==> src/rtl/pc_seq_pkg.sv <==
// pc_seq_pkg
//   Shared encodings for the instruction-fetch program-counter sequencer:
//   the decode-stage operation codes and the sequencer control states.
//   No ports; imported by pc_sequencer and return_addr_stack.
package pc_seq_pkg;

    localparam int OP_W = 3;

    typedef enum logic [OP_W-1:0] {
        OP_SEQ    = 3'd0,
        OP_BRANCH = 3'd1,
        OP_JUMP   = 3'd2,
        OP_CALL   = 3'd3,
        OP_RET    = 3'd4,
        OP_HOLD   = 3'd5
    } op_e;

    typedef enum logic {
        ST_INIT = 1'b0,
        ST_RUN  = 1'b1
    } state_e;

endpackage

==> src/rtl/pc_sequencer_ras.sv <==
// return_addr_stack
//   LIFO of return addresses held in circular storage with a top pointer.
//   When full, a push overwrites the oldest entry (the slot just past the
//   top wraps onto it), so the depth saturates instead of losing the
//   newest address.
// Ports:
//   clk, reset     clock and synchronous active-high reset (empties stack)
//   push, pop      one-cycle requests, never both at once
//   din            address pushed on push
//   top            current top entry (valid when depth > 0)
//   depth          number of occupied entries, registered
//   ovf, unf       combinational flags: push while full / pop while empty
module return_addr_stack
    import pc_seq_pkg::*;
#(
    parameter int ADDR_W    = 12,
    parameter int RAS_DEPTH = 4
) (
    input  logic                           clk,
    input  logic                           reset,
    input  logic                           push,
    input  logic                           pop,
    input  logic [ADDR_W-1:0]              din,
    output logic [ADDR_W-1:0]              top,
    output logic [$clog2(RAS_DEPTH+1)-1:0] depth,
    output logic                           ovf,
    output logic                           unf
);

    localparam int PTR_W = $clog2(RAS_DEPTH);
    localparam int DEP_W = $clog2(RAS_DEPTH+1);

    logic [ADDR_W-1:0] mem [RAS_DEPTH];
    logic [PTR_W-1:0]  tp;
    logic [DEP_W-1:0]  cnt;
    logic              full;
    logic              empty;

    // Pointer arithmetic wraps at RAS_DEPTH, which need not be a power of two.
    function automatic logic [PTR_W-1:0] ptr_inc(input logic [PTR_W-1:0] p);
        return (p == PTR_W'(RAS_DEPTH-1)) ? '0 : p + PTR_W'(1);
    endfunction

    function automatic logic [PTR_W-1:0] ptr_dec(input logic [PTR_W-1:0] p);
        return (p == '0) ? PTR_W'(RAS_DEPTH-1) : p - PTR_W'(1);
    endfunction

    assign full  = (cnt == DEP_W'(RAS_DEPTH));
    assign empty = (cnt == '0);
    assign ovf   = push & full;
    assign unf   = pop & empty;
    assign top   = mem[tp];
    assign depth = cnt;

    always_ff @(posedge clk) begin
        if (reset) begin
            tp  <= '0;
            cnt <= '0;
        end else if (push) begin
            tp <= ptr_inc(tp);
            if (!full)
                cnt <= cnt + DEP_W'(1);
        end else if (pop && !empty) begin
            tp  <= ptr_dec(tp);
            cnt <= cnt - DEP_W'(1);
        end
    end

    // Entry storage carries data only; emptiness is tracked by cnt alone.
    always_ff @(posedge clk) begin
        if (push)
            mem[ptr_inc(tp)] <= din;
    end

endmodule

==> src/rtl/pc_sequencer.sv <==
// pc_sequencer
//   Program-counter sequencer for instruction fetch. Executes one decode op
//   per enabled edge: sequential step, relative branch, absolute jump,
//   call/return through return_addr_stack, and hold. After reset, one INIT
//   edge passes with pc at RESET_ADDR before pc_valid rises.
// Ports:
//   clk, reset   clock and synchronous active-high reset
//   en           advance enable; low freezes all state
//   op           operation code (see pc_seq_pkg::op_e; 6,7 are illegal)
//   target       jump/call address or signed branch offset
//   pc           registered program counter
//   pc_valid     high once the INIT edge has passed
//   ras_depth    occupied return-address entries
//   ras_ovf      pulse: CALL overwrote the oldest entry
//   ras_unf      pulse: RET found the stack empty
//   illegal_op   pulse: undefined op accepted
module pc_sequencer
    import pc_seq_pkg::*;
#(
    parameter int ADDR_W     = 12,
    parameter int STEP       = 1,
    parameter int RESET_ADDR = 0,
    parameter int RAS_DEPTH  = 4
) (
    input  logic                           clk,
    input  logic                           reset,
    input  logic                           en,
    input  logic [OP_W-1:0]                op,
    input  logic [ADDR_W-1:0]              target,
    output logic [ADDR_W-1:0]              pc,
    output logic                           pc_valid,
    output logic [$clog2(RAS_DEPTH+1)-1:0] ras_depth,
    output logic                           ras_ovf,
    output logic                           ras_unf,
    output logic                           illegal_op
);

    localparam int                DEP_W   = $clog2(RAS_DEPTH+1);
    localparam logic [ADDR_W-1:0] STEP_V  = ADDR_W'(STEP);
    localparam logic [ADDR_W-1:0] RESET_V = ADDR_W'(RESET_ADDR);

    state_e            state;
    op_e               op_dec;
    logic              accept;
    logic              ras_push;
    logic              ras_pop;
    logic [ADDR_W-1:0] ras_top;
    logic              ras_ovf_c;
    logic              ras_unf_c;
    logic              illegal_c;
    logic [ADDR_W-1:0] pc_next;

    // Modulo-2^ADDR_W add of a signed offset; overflow wraps silently.
    function automatic logic [ADDR_W-1:0] wrap_add(
        input logic        [ADDR_W-1:0] base,
        input logic signed [ADDR_W-1:0] offs
    );
        logic signed [ADDR_W-1:0] sum;
        sum = signed'(base) + offs;
        return unsigned'(sum);
    endfunction

    assign op_dec = op_e'(op);
    // Ops only reach the stack on edges that actually execute them.
    assign accept = !reset && (state == ST_RUN) && en;

    always_comb begin
        pc_next   = pc;
        illegal_c = 1'b0;
        ras_push  = 1'b0;
        ras_pop   = 1'b0;
        case (op_dec)
            OP_SEQ:    pc_next = pc + STEP_V;
            OP_BRANCH: pc_next = wrap_add(pc, signed'(target));
            OP_JUMP:   pc_next = target;
            OP_CALL: begin
                pc_next  = target;
                ras_push = accept;
            end
            OP_RET: begin
                pc_next = (ras_depth == '0) ? RESET_V : ras_top;
                ras_pop = accept;
            end
            OP_HOLD:   pc_next = pc;
            default:   illegal_c = 1'b1;
        endcase
    end

    return_addr_stack #(
        .ADDR_W    (ADDR_W),
        .RAS_DEPTH (RAS_DEPTH)
    ) u_ras (
        .clk   (clk),
        .reset (reset),
        .push  (ras_push),
        .pop   (ras_pop),
        .din   (pc + STEP_V),
        .top   (ras_top),
        .depth (ras_depth),
        .ovf   (ras_ovf_c),
        .unf   (ras_unf_c)
    );

    always_ff @(posedge clk) begin
        if (reset) begin
            state      <= ST_INIT;
            pc         <= RESET_V;
            pc_valid   <= 1'b0;
            ras_ovf    <= 1'b0;
            ras_unf    <= 1'b0;
            illegal_op <= 1'b0;
        end else begin
            ras_ovf    <= 1'b0;
            ras_unf    <= 1'b0;
            illegal_op <= 1'b0;
            case (state)
                ST_INIT: begin
                    pc_valid <= 1'b1;
                    state    <= ST_RUN;
                end
                ST_RUN: begin
                    if (en) begin
                        pc         <= pc_next;
                        ras_ovf    <= ras_ovf_c;
                        ras_unf    <= ras_unf_c;
                        illegal_op <= illegal_c;
                    end
                end
                default: state <= ST_INIT;
            endcase
        end
    end

endmodule

==> config.mk <==
export PLATFORM = sky130hd
export DESIGN_NAME = pc_sequencer
export DESIGN_NICKNAME = d
export VERILOG_FILES = /design/src/rtl/pc_seq_pkg.sv /design/src/rtl/pc_sequencer_ras.sv /design/src/rtl/pc_sequencer.sv
export SDC_FILE = /design/constraint.sdc
export NUM_CORES = 1
export LEC_CHECK = 0
export CORE_ASPECT_RATIO = 0.5
export CORE_MARGIN = 1.5
export CORE_UTILIZATION = 35
export CTS_CLUSTER_SIZE = 16
export DETAILED_ROUTE_END_ITERATION = 10
export GPL_TIMING_DRIVEN = 0
export PLACE_DENSITY = 0.58
export SYNTH_ARGS = -nofsm -noshare
export SYNTH_HDL_FRONTEND = slang
export SYNTH_SLANG_ARGS = --single-unit
==> constraint.sdc <==
create_clock -name clk -period 2.1 [get_ports clk]
set_clock_uncertainty 0.15 [all_clocks]
set_input_delay 0.21 -clock clk [delete_from_list [all_inputs] [get_ports clk]]
set_output_delay 0.21 -clock clk [all_outputs]
set_load 0.05 [all_outputs]
==> flow_metrics.py, run 1 <==
metrics = {
    "global_route": {
        "antenna_found_initial": 0,
        "grt_pass1_vias": 2705,
        "grt_overflow": 0,
        "grt_max_degree": 15,
        "track_usage_pct": 16.95,
        "grt_pass1_wl_um": 15260,
    },
    "final_layout": {
        "n_antenna_cell": 0,
        "area_growth_pct": 24.80,
        "drive_gt1_share_pct": 20.84,
        "finalCoreUtilization_pct": 44.73,
        "final_common_cell": "edfxtp_1",
        "fin_cells": 548,
        "design_area_um2": 4911,
        "layout_common_cells": "edfxtp_1 (48), clkdlybuf4s50_1 (30), nand2_1 (28), nor2_1 (22), a21oi_1 (17)",
        "fin_nets": 436,
    },
    "routing": {
        "ant_nets": 0,
        "vias_per_cell": 5.327,
        "dr.pass1.iters": 6,
        "drt_iter0_drc": 229,
        "vias": 2919,
        "routed_wl_um": 9741,
        "avgRoutedWirePerCell_um": 17.78,
        "drcViolationCount": 0,
    },
    "sta": {
        "tightest_slew_ps": 666.9,
        "hold_viol": 0,
        "fin_crit_ps": 2094,
        "rsz0062_at_grt": "true",
        "slew_headroom_pct": 55.54,
        "tns_ps": 0,
        "setup_viol": 0,
        "fmax_mhz": 477.6,
        "drv_slew": 0,
        "period_share_pct": 99.72,
    },
    "synthesis": {
        "synth_cells": 345,
        "synth-edff-count": 48,
        "ys_seq_area_share_pct": 48.84,
        "syn_area_um2": 3935,
        "synth_seq_cells": 72,
        "synth_area_per_cell_um2": 11.41,
        "synthFlopType": "edfxtp_1",
        "async_flop_share_pct": 0,
        "syn_nets": 383,
        "yosysWarnings": 0,
        "synthDistinctLibCells": 64,
    },
    "clock_network": {
        "cts_tree": "done",
        "cts_made_buffers": 9,
        "clk_latency_ps": 330,
        "postCtsHoldBufs": 0,
        "htreeDepth": 3,
        "clk_pin_slew_ps": 60,
        "clockBufferDepth": 2,
        "cts.sinks": 72,
        "cts_root_buffer": "clkbuf_16",
    },
    "placement": {
        "dp.cells": 525,
        "placed_cell_area_um2": 4498,
        "place_congestion": 0.8034,
        "io_buffers": 35,
        "dpl.hpwl_um": 6819,
    },
    "floorplanning": {
        "ios": 37,
        "start_util_pct": 35.84,
        "die_w_um": 153.0,
        "core-area_um2": 10980,
        "rows": 27,
        "die_h_um": 77.98,
        "die-area_um2": 11930,
    },
    "status": {
        "status": "completed",
    },
    "setup_path": {
        "cp_max_fo": 7,
        "worst_setup_path_start_kind": "flop",
        "worstPathArrival_ps": 2170,
        "cp.required_ps": 2170,
        "end_kind": "flop",
        "crit_type": "reg2reg",
    },
    "power": {
        "power_density_nw_per_um2": 715.3,
        "p_leak_uw": 0.001684,
        "ir_worst_vdd_v": 0.0003735,
        "finalPower_uw": 3513,
    },
    "flow_run": {
        "cap_violations": 0,
    },
    "worst_hold_path": {
        "min_path_type": "reg2reg",
    },
}
==> state kept, by name (all words and copies together) (netlist names), named ones only <==
signal	cells
pc_valid	1
u_ras.mem	48
ras_ovf	1
ras_unf	1
u_ras.depth	3
state	1
pc	12
u_ras.tp	2
illegal_op	1
==> routing by layer <==
| metal | part of all wire, % | track usage (%) | wire (um) |
|---|---|---|---|
| met2 | 42 | 23.97 | 4115 |
| met5 | 0 | 0 | 0 |
| met4 | 0.69 | 4.118 | 67 |
| met1 | 53 | 25.75 | 5117 |
| met3 | 4.5 | 3.966 | 440 |
==> through the flow <==
stage                     hold WS [ps]  worst slack (ps)
after detailed placement         296.4            -673.8
after CTS                        304.6             7.921
after floorplan                  136.1             6.297
final                            303.9             5.983
after global placement           284.9            -668.2
after global routing             325.3            -105.3
==> report_power, final <==
group	switching, uW	internal [uW]
Sequential	28.7	1530
Combinational	257	175
Clock	599	926
==> path summary, 6_finish.rpt <==
kind | start | to | slack (ps) | depth (start not counted)
worst min register to register | pc_valid | pc_valid | 300 | 2
worst min-delay path | pc_valid | pc_valid | 300 | 2
worst max register to register | pc[1] | pc[10] | 6 | 7
worst max-delay path | pc[1] | pc[10] | 6 | 7
==> critical path: stages (launching register included) <==
cell	delay, ps
dfxtp_4	400
ha_2	250
nand4_1	210
nor3_2	200
xnor2_1	240
a2111oi_2	130
a31o_1	220
a31o_1	180
==> area by class of cell <==
class / count / area (um^2)
fillers: 1003 / 6068
multi-input cells: 246 / 1969
flip-flops and latches: 72 / 1941
repair buffers: 42 / 400.4
clock buffers: 10 / 229.0
well taps: 145 / 181.4
clock inverters: 6 / 71.32
plain buffers: 12 / 62.56
inverters: 15 / 56.30
==> kinds of logic after synthesis <==
family,share of synthesized area (%)
simple gates,14.91
compound gates,13.99
flops,48.84
buf+inv,2.989
xor+xnor,4.865
fa+ha+maj,6.741
mux,7.663
==> synthesized netlist by cell type, drive strengths merged (2+ instances only) <==
library cell / count / area, um^2
nand3: 15 / 80.08
nor2b: 5 / 31.28
o21a: 3 / 22.52
clkbuf: 2 / 7.510
fa: 2 / 40.04
dfxtp: 24 / 480.5
xor2: 10 / 95.10
a31oi: 11 / 68.82
nor2: 24 / 100.1
a211oi: 4 / 30.03
mux2i: 2 / 20.02
a21oi: 20 / 107.6
or3: 3 / 28.78
inv: 15 / 56.30
a221oi: 6 / 58.80
a31o: 3 / 26.28
nor3: 6 / 40.04
xnor2: 11 / 96.34
nand2: 28 / 105.1
ha: 18 / 225.2
nand3b: 3 / 22.52
edfxtp: 48 / 1441
o21ai: 18 / 90.09
nand2b: 4 / 25.02
nand4: 4 / 40.04
buf: 10 / 53.79
and3: 3 / 23.77
a311o: 2 / 20.02
o22ai: 3 / 18.77
mux4: 12 / 270.3
and2b: 2 / 15.01
and2: 7 / 45.05
==> timing repair <==
item                                    4_1_cts  5_1_grt
gates resized for setup                       8       13
pin swaps                                     2        7
hold endpoints to repair                      0        0
endpoints found under the setup margin       56       11
buffers inserted                              5        2
Power figures use the tool's default switching activity.
==> run 2: changes to the inputs <==
--- a/config.mk
+++ b/config.mk
@@ -5,6 +5,7 @@
 export SDC_FILE = /design/constraint.sdc
 export NUM_CORES = 1
 export LEC_CHECK = 0
+export ABC_AREA = 1
 export CORE_ASPECT_RATIO = 0.5
 export CORE_MARGIN = 1.5
 export CORE_UTILIZATION = 35
==> run 2 against run 1 <==
- register-to-register slack better by 120 ps
- synthesized cell count is 37% higher
- power shrank 1.5%
- count of clock-buffer cells in the layout shrank 1
- largest power group unchanged
==> flow_metrics.py, run 2 <==
metrics = {
    "clock_network": {
        "clk_pin_slew_ps": 60,
        "clk_latency_ps": 340,
        "cts.sinks": 72,
        "clockBufferDepth": 2,
        "cts_tree": "done",
        "cts_root_buffer": "clkbuf_16",
        "htreeDepth": 3,
        "cts_made_buffers": 9,
    },
    "sta": {
        "setup_viol": 0,
        "fin_crit_ps": 2015,
        "setup_ws_ps": 85.18,
        "period_share_pct": 95.94,
        "hold_viol": 0,
        "tightest_slew_ps": 596.7,
        "rsz0062_at_grt": "false",
        "fmax_mhz": 496.3,
        "drv_slew": 0,
        "slew_headroom_pct": 60.22,
    },
    "routing": {
        "ant_nets": 0,
        "vias_per_cell": 4.917,
        "drt_iter0_drc": 298,
        "vias": 3309,
        "drcViolationCount": 0,
        "dr.pass1.iters": 5,
        "routed_wl_um": 10410,
        "avgRoutedWirePerCell_um": 15.47,
    },
    "setup_path": {
        "cp_max_fo": 6,
        "worstPathArrival_ps": 1650,
        "cp.required_ps": 1740,
        "critPathBufInv": 1,
        "end_kind": "primary output",
        "slowest_stage": "clkdlybuf4s50_1",
        "worst_setup_path_start_kind": "flop",
        "slowest_delay_ps": 860,
        "crit_type": "reg2out",
        "crit_chain": "clkdlybuf4s50_1",
        "crit_family": "buffers and inverters",
    },
    "synthesis": {
        "syn_area_um2": 3996,
        "syn_nets": 512,
        "synth_seq_cells": 72,
        "yosysWarnings": 0,
        "synthFlopType": "edfxtp_1",
        "yosysMostFrequentCell": "nand2_1",
        "ys_seq_area_share_pct": 48.09,
        "synth_area_leaders": "edfxtp_1 (36%), dfxtp_1 (12%), nand2_1 (10%)",
        "synth_top_area_cell": "edfxtp_1",
        "synth_cells": 474,
        "synth_common_cells": "nand2_1 (109), inv_1 (53), nor2_1 (50), edfxtp_1 (48), a21oi_1 (36)",
        "synthDistinctLibCells": 38,
        "synth_area_per_cell_um2": 8.431,
        "synth-edff-count": 48,
        "async_flop_share_pct": 0,
        "synth.top_cell.area_share_pct": 36.07,
    },
    "flow_run": {
        "cap_violations": 0,
    },
    "placement": {
        "dp_slack_ps": -769.0,
        "dpl.hpwl_um": 7626,
        "place_congestion": 0.8774,
        "dp.cells": 655,
        "io_buffers": 36,
    },
    "final_layout": {
        "final_common_cell": "nand2_1",
        "fin_nets": 561,
        "layout_common_cells": "nand2_1 (109), inv_1 (51), edfxtp_1 (48), nor2_1 (45), a21oi_1 (36)",
        "finalCoreUtilization_pct": 44.58,
        "fin_cells": 673,
        "regMostFlops": "u_ras.mem",
        "area_growth_pct": 23.23,
        "drive_gt1_share_pct": 11.55,
        "largest_reg_flops": 48,
        "n_antenna_cell": 0,
    },
    "global_route": {
        "antenna_found_initial": 0,
        "grt_pass1_wl_um": 16750,
        "grt_overflow": 0,
        "grt_max_degree": 14,
        "track_usage_pct": 18.25,
        "grt_pass1_vias": 3151,
    },
    "power": {
        "finalPower_uw": 3460,
        "p_leak_uw": 0.001941,
        "p_sw_uw": 878.8,
        "power_density_nw_per_um2": 702.5,
        "swShare_pct": 25.40,
        "power_frac_clock_pct": 44.2,
        "ir_worst_vdd_v": 0.0004338,
        "intPower_uw": 2581,
        "p_seq_share_pct": 44.7,
        "combPwrFrac_pct": 11.1,
    },
    "floorplanning": {
        "die_h_um": 78.56,
        "die_w_um": 154.1,
        "die-area_um2": 12110,
        "start_util_pct": 36.18,
        "rows": 27,
        "ios": 37,
        "core-area_um2": 11050,
    },
    "status": {
        "status": "completed",
    },
    "worst_hold_path": {
        "min_path_type": "in2reg",
    },
}
[run 2: cell types whose count changed after synthesis, sizes merged, moves of 7 or more]
| cell | delta |
|---|---|
| a21oi | +17 |
| a31oi | -11 |
| and2 | -7 |
| inv | +43 |
| mux4 | -12 |
| nand2 | +84 |
| nand3 | +13 |
| nor2 | +31 |
| o21ai | +21 |
| o22ai | +9 |
| xnor2 | -7 |
[run 2: path summary, 6_finish.rpt]
path	depth (start not counted)	slack, ps	from	to
max	1	90	pc[9]	pc[9]
min	3	80	op[1]	illegal_op
max reg2reg	12	130	pc[0]	pc[8]
min reg2reg	2	300	pc_valid	pc_valid
[run 2: cell families (layout without fill, tap and decap cells)]
family | Yosys count | after routing | share of synthesized area, %
adders and majority gates | 20 | 20 | 6.638
and+or+nand+nor | 210 | 210 | 23.33
buffers and inverters | 70 | 124 | 7.044
DFF | 72 | 72 | 48.09
xor gates and xnor gates | 9 | 9 | 2.160
AOI/OAI and AO/OA | 93 | 93 | 12.74
[run 2: repair_timing]
action / CTS / global route
resized for setup: 11 / 13
setup buffers: 0 / 2
endpoints found under the setup margin: 50 / 30
hold buffers: 0 / 0
pin swaps: 0 / 1
[run 2: final cells by class]
type	count	area (um^2)
Buffer	11	57.56
Clock buffer	9	225.2
Clock inverter	7	71.32
Fill cell	1060	6122
Inverter	59	226.5
Multi-Input combinational cell	332	1852
Sequential cell	72	1929
Tap cell	145	181.4
Timing Repair Buffer	38	381.6
[run 2: routing by layer]
metal | track usage (%) | vias up | share of wire [%]
met5 | 0 | - | 0
met4 | 4.757 | 0 | 1.0
met3 | 3.644 | 10 | 5.6
met2 | 27.15 | 91 | 42
met1 | 26.84 | 1514 | 51
li1 | - | 1694 | -
[run 2: power groups by stage]
stage / sequential, uW / combinational [uW] / clock (uW)
2_1_floorplan: 1610 / 202 / 0
3_3_place_gp: 1580 / 371 / 0
3_5_place_dp: 1580 / 374 / 0
4_1_cts: 1550 / 377 / 1550
5_1_grt: 1550 / 424 / 1620
6_report: 1550 / 384 / 1530
[run 2: through the flow]
step	instance area (um^2)	hold WS, ps	TNS [ps]
floorplan	3999	164.9	0
global placement	4541	296.1	-36040
detailed placement	4541	295.9	-36190
CTS	4871	306.8	-942.1
global route	4925	109.0	0
finish	4925	83.83	0
==> run 3: changes to the inputs <==
--- a/config.mk
+++ b/config.mk
@@ -12,7 +12,6 @@
 export CTS_CLUSTER_SIZE = 16
 export DETAILED_ROUTE_END_ITERATION = 10
 export GPL_TIMING_DRIVEN = 0
-export PLACE_DENSITY = 0.58
 export SYNTH_ARGS = -nofsm -noshare
 export SYNTH_HDL_FRONTEND = slang
 export SYNTH_SLANG_ARGS = --single-unit
==> constraint.sdc (replaced) <==
create_clock -name clk -period 1.8 [get_ports clk]
set_clock_uncertainty 0.15 [all_clocks]
set_input_delay 0.18 -clock clk [delete_from_list [all_inputs] [get_ports clk]]
set_output_delay 0.18 -clock clk [all_outputs]
set_load 0.05 [all_outputs]
==> run 3 against run 2 <==
- the flow now finishes with violations (setup timing)
- clock power increased by 21%
- critical path type is now reg2reg
- worst setup slack got worse by 140 ps
- sequential share of layout area down 2.6 points
- register-to-register slack lost 180 ps
- highest routed layer unchanged
- sequential cell count stayed put
- core utilization grew 4.0 points
- final cell count up 1.8%
- largest cell class is now multi-input combinational cells
- count of clock-buffer cells in the layout increased by 3
- die area did not move
- combinational power is 34% higher
==> flow_metrics.py, run 3 (synthesis gave the netlist of run 2 again) <==
metrics = {
    "status": {
        "status": "complete, but fails checks",
        "violations": "setup timing",
    },
    "power": {
        "swShare_pct": 25.11,
        "p_leak_uw": 0.002185,
        "p_seq_share_pct": 43.3,
        "ir_worst_vdd_v": 0.0005524,
        "p_sw_uw": 1046,
        "intPower_uw": 3119,
        "finalPower_uw": 4165,
        "power_frac_clock_pct": 44.3,
        "combPwrFrac_pct": 12.4,
        "power_density_nw_per_um2": 776.6,
    },
    "clock_network": {
        "clockBufferDepth": 2,
        "cts_tree": "done",
        "htreeDepth": 3,
        "cts_root_buffer": "clkbuf_16",
        "cts_made_buffers": 9,
        "clk_latency_ps": 340,
        "cts.sinks": 72,
        "clk_pin_slew_ps": 60,
    },
    "sta": {
        "drv_slew": 0,
        "tightest_slew_ps": 631.5,
        "rsz0062_at_grt": "true",
        "slew_headroom_pct": 57.90,
        "period_share_pct": 103.0,
        "hold_viol": 0,
        "setup_ws_ps": -53.80,
        "setup_viol": 3,
        "fmax_mhz": 539.4,
        "fin_crit_ps": 1854,
    },
    "final_layout": {
        "largest_reg_flops": 48,
        "multi_input_area_um2": 2145,
        "drive_gt1_share_pct": 24.81,
        "fillers": 1019,
        "layout_common_cells": "nand2_1 (102), edfxtp_1 (48), inv_1 (46), nor2_1 (42)",
        "fin_nets": 573,
        "n_antenna_cell": 0,
        "seq_area_um2": 1959,
        "area_growth_pct": 34.22,
        "fin_cells": 685,
        "finalCoreUtilization_pct": 48.56,
        "design_area_um2": 5364,
        "regMostFlops": "u_ras.mem",
        "final_common_cell": "nand2_1",
    },
    "setup_path": {
        "cp_max_fo": 5,
        "cp.required_ps": 1910,
        "worst_setup_path_start_kind": "flop",
        "worstPathArrival_ps": 1960,
        "crit_type": "reg2reg",
        "end_kind": "flop",
    },
    "placement": {
        "dpl.hpwl_um": 7552,
        "io_buffers": 36,
        "placed_cell_area_um2": 4569,
        "place_congestion": 0.8721,
        "dp_slack_ps": -991.3,
        "dp.cells": 655,
    },
    "routing": {
        "drcViolationCount": 0,
        "wl_met1_um": 5547,
        "top_layer_used": "met4",
        "met3_wirelength_um": 437,
        "routed_wl_um": 10840,
        "wl_met2_um": 4758,
        "drt_iter0_drc": 184,
        "vias": 3411,
        "vias_per_cell": 4.980,
        "ant_nets": 0,
        "avgRoutedWirePerCell_um": 15.83,
        "dr.pass1.iters": 5,
    },
    "worst_hold_path": {
        "min_path_type": "in2reg",
    },
    "floorplanning": {
        "die-area_um2": 12110,
        "die_h_um": 78.56,
        "rows": 27,
        "core-area_um2": 11050,
        "ios": 37,
        "die_w_um": 154.1,
        "start_util_pct": 36.18,
    },
    "global_route": {
        "grt_pass1_wl_um": 16910,
        "grt_overflow": 0,
        "antenna_found_initial": 0,
        "track_usage_pct": 18.63,
        "grt_pass1_vias": 3104,
        "grt_max_degree": 14,
    },
    "flow_run": {
        "cap_violations": 0,
    },
}
-- run 3: repair_timing --
action                                  4_1_cts  5_1_grt
endpoints found under the setup margin       75       21
pin swaps                                    12       14
gates resized for setup                      67       54
buffers inserted                              8        6
hold buffers                                  0        0
-- run 3: path summary, 6_finish.rpt --
check	startpoint	endpoint	slack [ps]	depth (start not counted)
max reg2reg	pc[0]	pc[8]	-50	12
max	pc[0]	pc[8]	-50	12
min reg2reg	pc_valid	pc_valid	290	2
min	en	illegal_op	80	3
-- run 3: area by class of cell --
type / count / share of cell area (%)
Multi-Input combinational cell: 332 / 39.98
Sequential cell: 72 / 36.53
Timing Repair Buffer: 50 / 8.817
Clock buffer: 12 / 4.782
Inverter: 59 / 4.339
Tap cell: 145 / 3.382
Buffer: 11 / 1.213
Clock inverter: 4 / 0.9564
-- run 3: worst max-delay path: stages (launching register included) --
cell     delay (ps)
dfxtp_4         380
ha_4            150
inv_2            40
fa_2            320
inv_2            80
nand3_2          60
nand3_2          70
nand2_2          50
nand2_2          70
nor2_1           40
o21ai_1         160
nand2_1          90
a21oi_2         110
-- run 3: metrics by stage --
step / TNS [ps] / hold slack, ps
6_report: -93.26 / 77.88
5_1_grt: -769.1 / 104.0
4_1_cts: -94.86 / 173.5
3_5_place_dp: -52340 / 291.2
3_3_place_gp: -51780 / 295.7
2_1_floorplan: -190.2 / 134.9
-- run 3: metal layers --
layer / vias to the layer above / GRT usage, %
li1: 1717 / -
met1: 1613 / 26.33
met3: 9 / 4.970
met2: 72 / 28.14
met5: - / 0
met4: 0 / 4.757
-- run 3: power by group through the flow --
stage                     clock (uW)  sequential (uW)  combinational [uW]
final                           1850             1810                 515
after global routing            1930             1810                 565
after CTS                       1870             1800                 468
after detailed placement           0             1840                 438
after global placement             0             1840                 433
after floorplan                    0             1890                 237
